===== config.mk =====
export PLATFORM = sky130hd
export DESIGN_NAME = effect_tremolo_mc
export DESIGN_NICKNAME = d
export VERILOG_FILES = /design/src/rtl/tremolo_pkg.sv /design/src/rtl/tremolo_lfo_gain.sv /design/src/rtl/effect_tremolo_mc.sv
export SDC_FILE = /design/constraint.sdc
export NUM_CORES = 2
export LEC_CHECK = 0
export BUFFER_PORTS_ARGS = -buffer_cell sky130_fd_sc_hd__buf_2
export CAP_MARGIN = 20
export CORE_MARGIN = 10
export CORE_UTILIZATION = 40
export DETAILED_ROUTE_END_ITERATION = 12
export PLACE_DENSITY = 0.65
export SLEW_MARGIN = 10
export SYNTH_ARGS = -nofsm -noshare
export SYNTH_HDL_FRONTEND = slang
export SYNTH_SLANG_ARGS = --single-unit

===== constraint.sdc =====
create_clock -name i_clk -period 5.9 [get_ports i_clk]
set_input_delay 1.18 -clock i_clk [delete_from_list [all_inputs] [get_ports i_clk]]
set_output_delay 1.18 -clock i_clk [all_outputs]
set_load 0.01 [all_outputs]

===== src/rtl/tremolo_pkg.sv =====
// Shared definitions for the multi-channel tremolo effect.
//
// Contents:
//   wave_e    - LFO waveform select (triangle, square, falling saw, reserved)
//   RATE_INC  - per-accepted-sample phase increment for each i_rate code
//   GAIN_ONE  - unity gain in Q1.16
//   lfo_value - maps the top 17 phase bits to a 16-bit unsigned LFO level
package tremolo_pkg;

    typedef enum logic [1:0] {
        TRI = 2'd0,
        SQR = 2'd1,
        SAW = 2'd2,
        RSV = 2'd3
    } wave_e;

    // Roughly 1, 2, 3, 4, 6, 8, 12 and 20 Hz at 48 kHz with a 24-bit accumulator.
    localparam int unsigned RATE_INC [8] = '{350, 700, 1049, 1398, 2097, 2796, 4194, 6991};

    localparam logic [16:0] GAIN_ONE = 17'd65536;

    // ph is the phase MSB followed by the next 16 bits.
    function automatic logic [15:0] lfo_value(input wave_e wave, input logic [16:0] ph);
        logic [15:0] lvl;
        case (wave)
            SQR:     lvl = ph[16] ? 16'hFFFF : 16'h0000;
            SAW:     lvl = ~ph[16:1];
            // Reserved code falls back to triangle.
            default: lvl = ph[16] ? ~ph[15:0] : ph[15:0];
        endcase
        return lvl;
    endfunction

endpackage


===== src/rtl/tremolo_lfo_gain.sv =====
// LFO-to-gain conversion for one tremolo channel (purely combinational).
//
// Ports:
//   phase_top - top 17 bits of the channel phase (MSB first)
//   wave      - waveform select
//   depth     - modulation depth, 0 = none, 255 = ~full
//   gain      - Q1.16 unsigned gain, 257..65536
import tremolo_pkg::*;

module tremolo_lfo_gain (
    input  logic [16:0] phase_top,
    input  wave_e       wave,
    input  logic [7:0]  depth,
    output logic [16:0] gain
);

    logic [15:0] lfo;
    logic [15:0] lfo_inv;
    logic [23:0] atten_full;
    logic [15:0] atten;

    assign lfo        = lfo_value(wave, phase_top);
    // 65535 - L is just the bitwise complement for a 16-bit value.
    assign lfo_inv    = ~lfo;
    assign atten_full = {8'd0, lfo_inv} * {16'd0, depth};
    // Largest attenuation is 65535*255 >> 8 = 65279, so gain never drops below 257.
    assign atten      = 16'(atten_full >> 8);
    assign gain       = GAIN_ONE - {1'b0, atten};

endmodule


===== src/rtl/effect_tremolo_mc.sv =====
// Multi-channel tremolo (amplitude modulation) with an internal phase-accumulator LFO.
//
// The LFO advances once per accepted enabled frame. Each frame passes through a fixed
// two-stage pipeline: stage 1 captures samples and per-channel gain, stage 2 applies
// the gain with round-half-up and drives the outputs. Disabled mode uses the same
// pipeline with unity gain, so bypass latency matches active latency.
//
// Build option: define TREMOLO_STEREO_PHASE_EN to give channel c the phase offset
// c * 2^PHASE_W / CH (spread / auto-pan tremolo, one gain datapath per channel).
// Without it all channels share a single gain computed from the base phase.
//
// Ports:
//   i_clk     - system clock
//   i_rst_n   - asynchronous active-low reset
//   i_valid   - one-cycle strobe, i_data holds a new frame
//   i_enable  - 1 = tremolo active, 0 = bypass and hold LFO at its start phase
//   i_rate    - LFO rate select (index into RATE_INC)
//   i_wave    - 0 triangle, 1 square, 2 falling saw, 3 triangle
//   i_depth   - modulation depth
//   i_data    - CH packed signed samples, channel 0 in the LSBs
//   o_data    - CH packed processed samples, held between strobes
//   o_valid   - i_valid delayed by exactly two cycles
import tremolo_pkg::*;

module effect_tremolo_mc #(
    parameter int DATA_W  = 16,
    parameter int CH      = 2,
    parameter int PHASE_W = 24
) (
    input  logic                 i_clk,
    input  logic                 i_rst_n,
    input  logic                 i_valid,
    input  logic                 i_enable,
    input  logic [2:0]           i_rate,
    input  logic [1:0]           i_wave,
    input  logic [7:0]           i_depth,
    input  logic [CH*DATA_W-1:0] i_data,
    output logic [CH*DATA_W-1:0] o_data,
    output logic                 o_valid
);

    localparam logic [PHASE_W-1:0] PHASE_START = {1'b1, {(PHASE_W-1){1'b0}}};
    localparam int                 PROD_W      = DATA_W + 18;
    localparam logic signed [PROD_W-1:0] ROUND_HALF = PROD_W'(32768);

    // Gain is at most 1.0, so the rounded result always fits DATA_W bits.
    function automatic logic signed [DATA_W-1:0] scale_round(
        input logic signed [DATA_W-1:0] x,
        input logic [16:0]              g
    );
        logic signed [PROD_W-1:0] prod;
        prod = $signed({{18{x[DATA_W-1]}}, x}) * $signed({{(DATA_W+1){1'b0}}, g});
        prod = prod + ROUND_HALF;
        return DATA_W'(prod >>> 16);
    endfunction

    logic [PHASE_W-1:0] phase;
    wave_e              wave_sel;
    logic [16:0]        gain [CH];

    assign wave_sel = wave_e'(i_wave);

    // The gain for a frame is derived from the phase before this frame advances it.
    always_ff @(posedge i_clk or negedge i_rst_n) begin
        if (!i_rst_n) begin
            phase <= PHASE_START;
        end else if (!i_enable) begin
            phase <= PHASE_START;
        end else if (i_valid) begin
            phase <= phase + PHASE_W'(RATE_INC[i_rate]);
        end
    end

`ifdef TREMOLO_STEREO_PHASE_EN
    for (genvar c = 0; c < CH; c++) begin : g_lfo
        logic [PHASE_W-1:0] phase_c;
        assign phase_c = phase + PHASE_W'(64'(c) * ((64'd1 << PHASE_W) / 64'(CH)));
        tremolo_lfo_gain u_lfo_gain (
            .phase_top (phase_c[PHASE_W-1 -: 17]),
            .wave      (wave_sel),
            .depth     (i_depth),
            .gain      (gain[c])
        );
    end
`else
    logic [16:0] gain_shared;
    tremolo_lfo_gain u_lfo_gain (
        .phase_top (phase[PHASE_W-1 -: 17]),
        .wave      (wave_sel),
        .depth     (i_depth),
        .gain      (gain_shared)
    );
    for (genvar c = 0; c < CH; c++) begin : g_gain_fanout
        assign gain[c] = gain_shared;
    end
`endif

    // ---- Stage 1: capture samples and gain ----
    logic signed [DATA_W-1:0] x_p1    [CH];
    logic [16:0]              gain_p1 [CH];
    logic                     vld_p1;

    always_ff @(posedge i_clk or negedge i_rst_n) begin
        if (!i_rst_n) begin
            vld_p1 <= 1'b0;
            for (int c = 0; c < CH; c++) begin
                x_p1[c]    <= '0;
                gain_p1[c] <= '0;
            end
        end else begin
            vld_p1 <= i_valid;
            if (i_valid) begin
                for (int c = 0; c < CH; c++) begin
                    x_p1[c]    <= i_data[c*DATA_W +: DATA_W];
                    gain_p1[c] <= i_enable ? gain[c] : GAIN_ONE;
                end
            end
        end
    end

    // ---- Stage 2: multiply, round, register outputs ----
    logic [CH*DATA_W-1:0] data_p2;
    logic                 vld_p2;

    always_ff @(posedge i_clk or negedge i_rst_n) begin
        if (!i_rst_n) begin
            data_p2 <= '0;
            vld_p2  <= 1'b0;
        end else begin
            vld_p2 <= vld_p1;
            if (vld_p1) begin
                for (int c = 0; c < CH; c++) begin
                    data_p2[c*DATA_W +: DATA_W] <= scale_round(x_p1[c], gain_p1[c]);
                end
            end
        end
    end

    assign o_data  = data_p2;
    assign o_valid = vld_p2;

endmodule


Word-level counts from Yosys, hierarchy flattened:

Memories as Yosys holds them, arrays and structs flattened.
Cells that the tools add are included.

* register bits after elaboration: 107
* memory bits (read-only): 256
* input port bits: 49
* output and inout bits: 33
* word-level logic and storage cells: 31
* memories: 1

* add/sub/neg operators: 4
* multipliers: 3
* order comparisons: 1
* equality and inequality tests: 3
* multiplexer cells: 8
* bitwise operators: 4

Memory list
* (name not given): words 8, bits a word 32, rd ports 1, clocked after memory_dff 0, wr ports 0, RTL line effect_tremolo_mc.sv:70 `phase <= phase + PHASE_W'(RATE_INC[i_rate]);`

Operator list (count)
* 24-bit two-way mux: 4
* 32-bit by 17-bit adder with 32-bit output (second input constant): 2
* 16-bit by 18-bit multiplier with 32-bit output: 2
* 16-bit NOT: 3
* 16-bit two-way mux: 2
* 16-bit one-hot mux with 2 select lines: 1
* 24-bit adder: 1
* 16-bit by 8-bit multiplier with 24-bit output: 1
* 17-bit two-way mux: 1
* 17-bit by 16-bit subtractor with 17-bit output (first input constant): 1
* 4-bit greater-or-equal comparator (second input constant): 1
* 3-bit NOT with 4-bit output: 1
* 2-bit by 1-bit equality test with 1-bit output (second input constant): 1
* 2-bit equality test (second input constant): 1
* 2-bit inequality test (second input constant): 1

Logic depth before layout (Yosys ltp):

* depth in word-level cells: 7
* depth in mapped cells: 27
* gate-level depth less buffers: 26

Hierarchy:

Synthesis repeated with hierarchy kept, for this count alone.

* cell total of the unflattened synthesis: 3082
* area total of the unflattened synthesis: 27587.7 um2

Modules (own cells, without submodules)
* effect_tremolo_mc: times used 1, cells each 2489, area each 22704.3 um2, seq. area each 2678.8 um2
* tremolo_lfo_gain: times used 1, cells each 593, area each 4883.4 um2, seq. area each 0.0 um2

Least setup slack after synthesis:

Ideal clock, no wire load.

* kind: input -> register
* start point: in i_wave[0]
* end point: reg gain_p1[12] (netlist name)
* library setup time: 0.124 ns
* arrival: 7.351 ns
* data required time: 5.776 ns
* setup slack: -1.575 ns
* stages on the path: 24
* buffers on the path: 1
* cell sequence: inv_1 ha_1 or2b_1 clkbuf_1 o21ai_0 a221oi_1 and2_1 fa_1 fa_1 fa_1 inv_1 fa_1 inv_1 ha_1 a211oi_1 o21ai_1 nor3b_1 o21ai_2 a211oi_4 o2111a_2 nand4_2 a311oi_2 a21oi_1 a211o_1

* cells in the longest elaborated chain, start to end: 6
* elaborated cells between the ends (all ways): 7
* classes of those cells: 1 x add/sub; 1 x mul; 2 x eq/ne; 2 x mux; 1 x bitwise

RTL lines
* start: declaration: RTL line effect_tremolo_mc.sv:35 `input logic [1:0] i_wave,`
* 2-bit equality test / 2-bit by 1-bit equality test with 1-bit output (equally long branches): RTL line tremolo_pkg.sv:25 `case (wave)`
* 16-bit one-hot mux with 2 select lines (*): RTL line tremolo_pkg.sv:25
* 16-bit NOT (*): RTL line tremolo_lfo_gain.sv:24 `assign lfo_inv = ~lfo;`
* 16-bit by 8-bit multiplier with 24-bit output (*): RTL line tremolo_lfo_gain.sv:25 `assign atten_full = {8'd0, lfo_inv} * {16'd0, depth};`
* 17-bit by 16-bit subtractor with 17-bit output (*): RTL line tremolo_lfo_gain.sv:28 `assign gain = GAIN_ONE - {1'b0, atten};`
* 17-bit two-way mux (*): RTL line effect_tremolo_mc.sv:115 `gain_p1[c] <= i_enable ? gain[c] : GAIN_ONE;`
* end signal: indexed assignment: RTL line effect_tremolo_mc.sv:115
* end: declaration: RTL line effect_tremolo_mc.sv:100 `logic [16:0] gain_p1 [CH];`

Every way passes the cells marked *; elsewhere a longest branch is shown, timed or not.
A chain may end at the register's enable or synchronous reset.

Worst setup path after layout:

* start point: in i_wave[1]
* end point: reg gain_p1[15] (netlist name)

Same word-level chain as after synthesis.

==> out/summary.txt <==
setup violators final = 41
XOR/XNOR Fraction of Synth Area = 0.0210
Synth Area in Simple Gates = 0.168
Core Area = 67200 um2
cell taking the most area after synthesis = fa_1
GRT overflow = 0
first-pass iteration count of the detailed router = 4
sequential area share after synthesis = 0.0990
register area = 2690 um2
final worst path period share = 1.13
wl on met1 = 29600 um
Syn Inst Count = 3012
reg-to-reg endpoint = o_data[14]
Die Ht = 280 um
die area = 78500 um2
largest fanout on the critical path = 7
layout cells sized above 1 = 0.239
# IOs = 82
synth top area cells = fa_1 37%, ha_1 13%, dfrtp_1 9.8%, inv_1 8.7%, and2_1 6.6%
Final GP Congestion = 0.882
Period minus WS final = 6.69 ns
Met3 Routed Length = 2220 um
Top cell by count, worst path = buf_6
Synth Flop Type = dfrtp_1
Yosys warning count = 0
ANT cells = 0
nature of the critical path startpoint = input pin
Post-synth EDFFs = 0
outcome = finished with violations
Iteration-0 DRC Markers = 1018
slew of the pin with the lowest slew margin = 0.921 ns
Syn Nets = 3844
htree depth = 3
area grow syn2layout = 23.0%
CP required = 6.15 ns
combinational family with the most area after synthesis = adder cells
Worst Skew = 0.0171 ns
CTS buffer count = 9
hpwl dp = 56000 um
pins over their slew limit = 0
Worst slew margin = 0.386
initial antenna violation count = 0
WL/cell = 16.2 um
Synth Area in Compound Gates = 0.0765
Async S/R FF share, synth = 1.00
most common cell after layout, fill and taps aside = inv_1
Synth Area in Adders = 0.500
clk sink count = 107
worst skew pair latency = 0.40 ns
Via Count = 21298
DRC viols = 0
GRT Total Usage = 0.178
CTS root buf = clkbuf_16
number of vias per cell = 5.03
die boundary width = 280 um
final core utilization = 0.496
post-synth top area share = 0.368
vias in the first global route = 22433
post-synthesis register bit count = 107
Mean Syn Cell Area = 8.99 um2
count of cell types in the netlist = 83
Worst setup endpoint = gain_p1[15]
crit path from = i_wave[1]
multi-input logic area = 23000 um2
post-route ant nets = 0
Total Wirelength = 68900 um
Layout Nets = 4192
max_cap viols = 0
# fillers = 6205
arrival time at the worst endpoint = 6.94 ns
CTS clk-pin slew, worst paths = 0.09 ns
Initial Utilization = 0.403
most frequent cells in the layout = 609 x inv_1, 491 x fa_1, 392 x nand2_1
slowest stage cell, crit path = fa_2
Worst Slack Setup Final = -0.787 ns
CTS tree = yes
hold path start = o_data[4]
endpoint class of the critical path = flip-flop
DR WL met2 = 35500 um
Max Root-Sink Buffers = 2
CP max stage delay = 0.59 ns
# rows = 95
worst r2r src = gain_p1[11]
Crit Path Class = input pin to flip-flop
path depth of the worst reg2reg path = 22
Hold Fails Final Rpt = 0
IO buf count = 81
Tightest Hold Check Type = flip-flop to flip-flop
Highest Clock Rate = 0.150 GHz
RSZ-0062 raised after global routing = true
post-synthesis mux area share = 0.0270
first-pass GRT wire length = 114000 um
Mapped Area = 27100 um2
largest net degree at the start of global routing = 54
R2R Setup Slk = -0.48 ns
violated checks = negative setup slack
top sig layer = met4
final cells by class:
type | instances | area share
multi-input cells | 2128 | 0.690
repair buffers | 486 | 0.116
flip-flops and latches | 107 | 0.0809
inverters | 628 | 0.0710
well taps | 873 | 0.0328
clock buffers | 9 | 0.00677
clock inverters | 7 | 0.00267
metal layers:
| metal | vias up | global-route usage |
|---|---|---|
| met3 | 86 | 0.0197 |
| li1 | 9965 | - |
| met4 | 0 | 0.0459 |
| met1 | 10862 | 0.226 |
| met5 | - | 0 |
| met2 | 385 | 0.317 |
cell usage after synthesis (all sizes together), types with 5 or more instances:
cell     number
nor2b        22
nand2b       13
a21oi        57
clkbuf      147
mux2i        11
o21a          7
and3         13
xor2         21
a21o         21
dfrtp       106
o2111ai       8
o2bb2ai       7
o31ai         7
nor2         82
o211ai        9
inv         628
ha          285
o22ai        14
a211o         6
xnor2        44
nor3         17
o21bai        6
or3           7
fa          498
a211oi       11
a31oi        14
o211a         7
nand3b        5
a311oi        5
nand3        27
and2        287
mux2         55
o21ai        63
nand4        10
a221oi       16
a21boi       11
nand2       406
nand4b        9
logic make-up (layout without fill, tap and decap cells):
group                      after synthesis  count (layout)
adders and majority gates              783             783
buffers and inverters                  778            1130
xor gates and xnor gates                65              65
DFF                                    107             107
AOI/OAI and AO/OA                      295             295
muxes                                   66              66
and+or+nand+nor                        918             919
critical path, delay by kind of cell:
kind	cells	cell delay, ns
fa+ha+maj	6	2.41
simple gates	6	1.15
buf+inv	9	1.03
compound gates	7	1.00
xor+xnor	1	0.15
timing repair:
action,in CTS,in global routing
gates resized for setup,102,207
gates cloned,2,1
endpoints found under the setup margin,46,49
hold buffers,0,0
setup buffers,26,52
pin swaps,44,106
state kept, by name, summed over array words and instances, names as in the netlist:
| signal | cells |
|---|---|
| x_p1 | 32 |
| o_data | 32 |
| gain_p1 | 17 |
| phase | 24 |
| o_valid | 1 |
| vld_p1 | 1 |
through the flow:
stage               setup WS (ns)  cells  cell area (um2)  hold WS, ns  TNS [ns]
floorplan                   -1.06   3012            27600        0.427    -11.02
global placement            -1.21   4151            31000        0.461    -27.70
detailed placement          -1.36   4151            31000        0.473    -29.51
CTS                        -0.722   4193            32000        0.492    -18.31
global route               -0.949   4238            33300        0.515    -24.17
finish                     -0.787   4238            33300        0.492    -15.57
worst min-delay path by stage:
stage,endpoint,slack [ns],depth (start not counted)
floorplan,o_valid,0.43,0
global placement,o_data[4],0.46,1
detailed placement,o_data[5],0.47,2
CTS,o_data[5],0.49,2
global route,o_data[4],0.51,1
finish,o_data[4],0.49,1
Power is left out: the tool's default activity adds up to more than one toggle a clock period on the data nets, which glitch-free logic cannot reach.
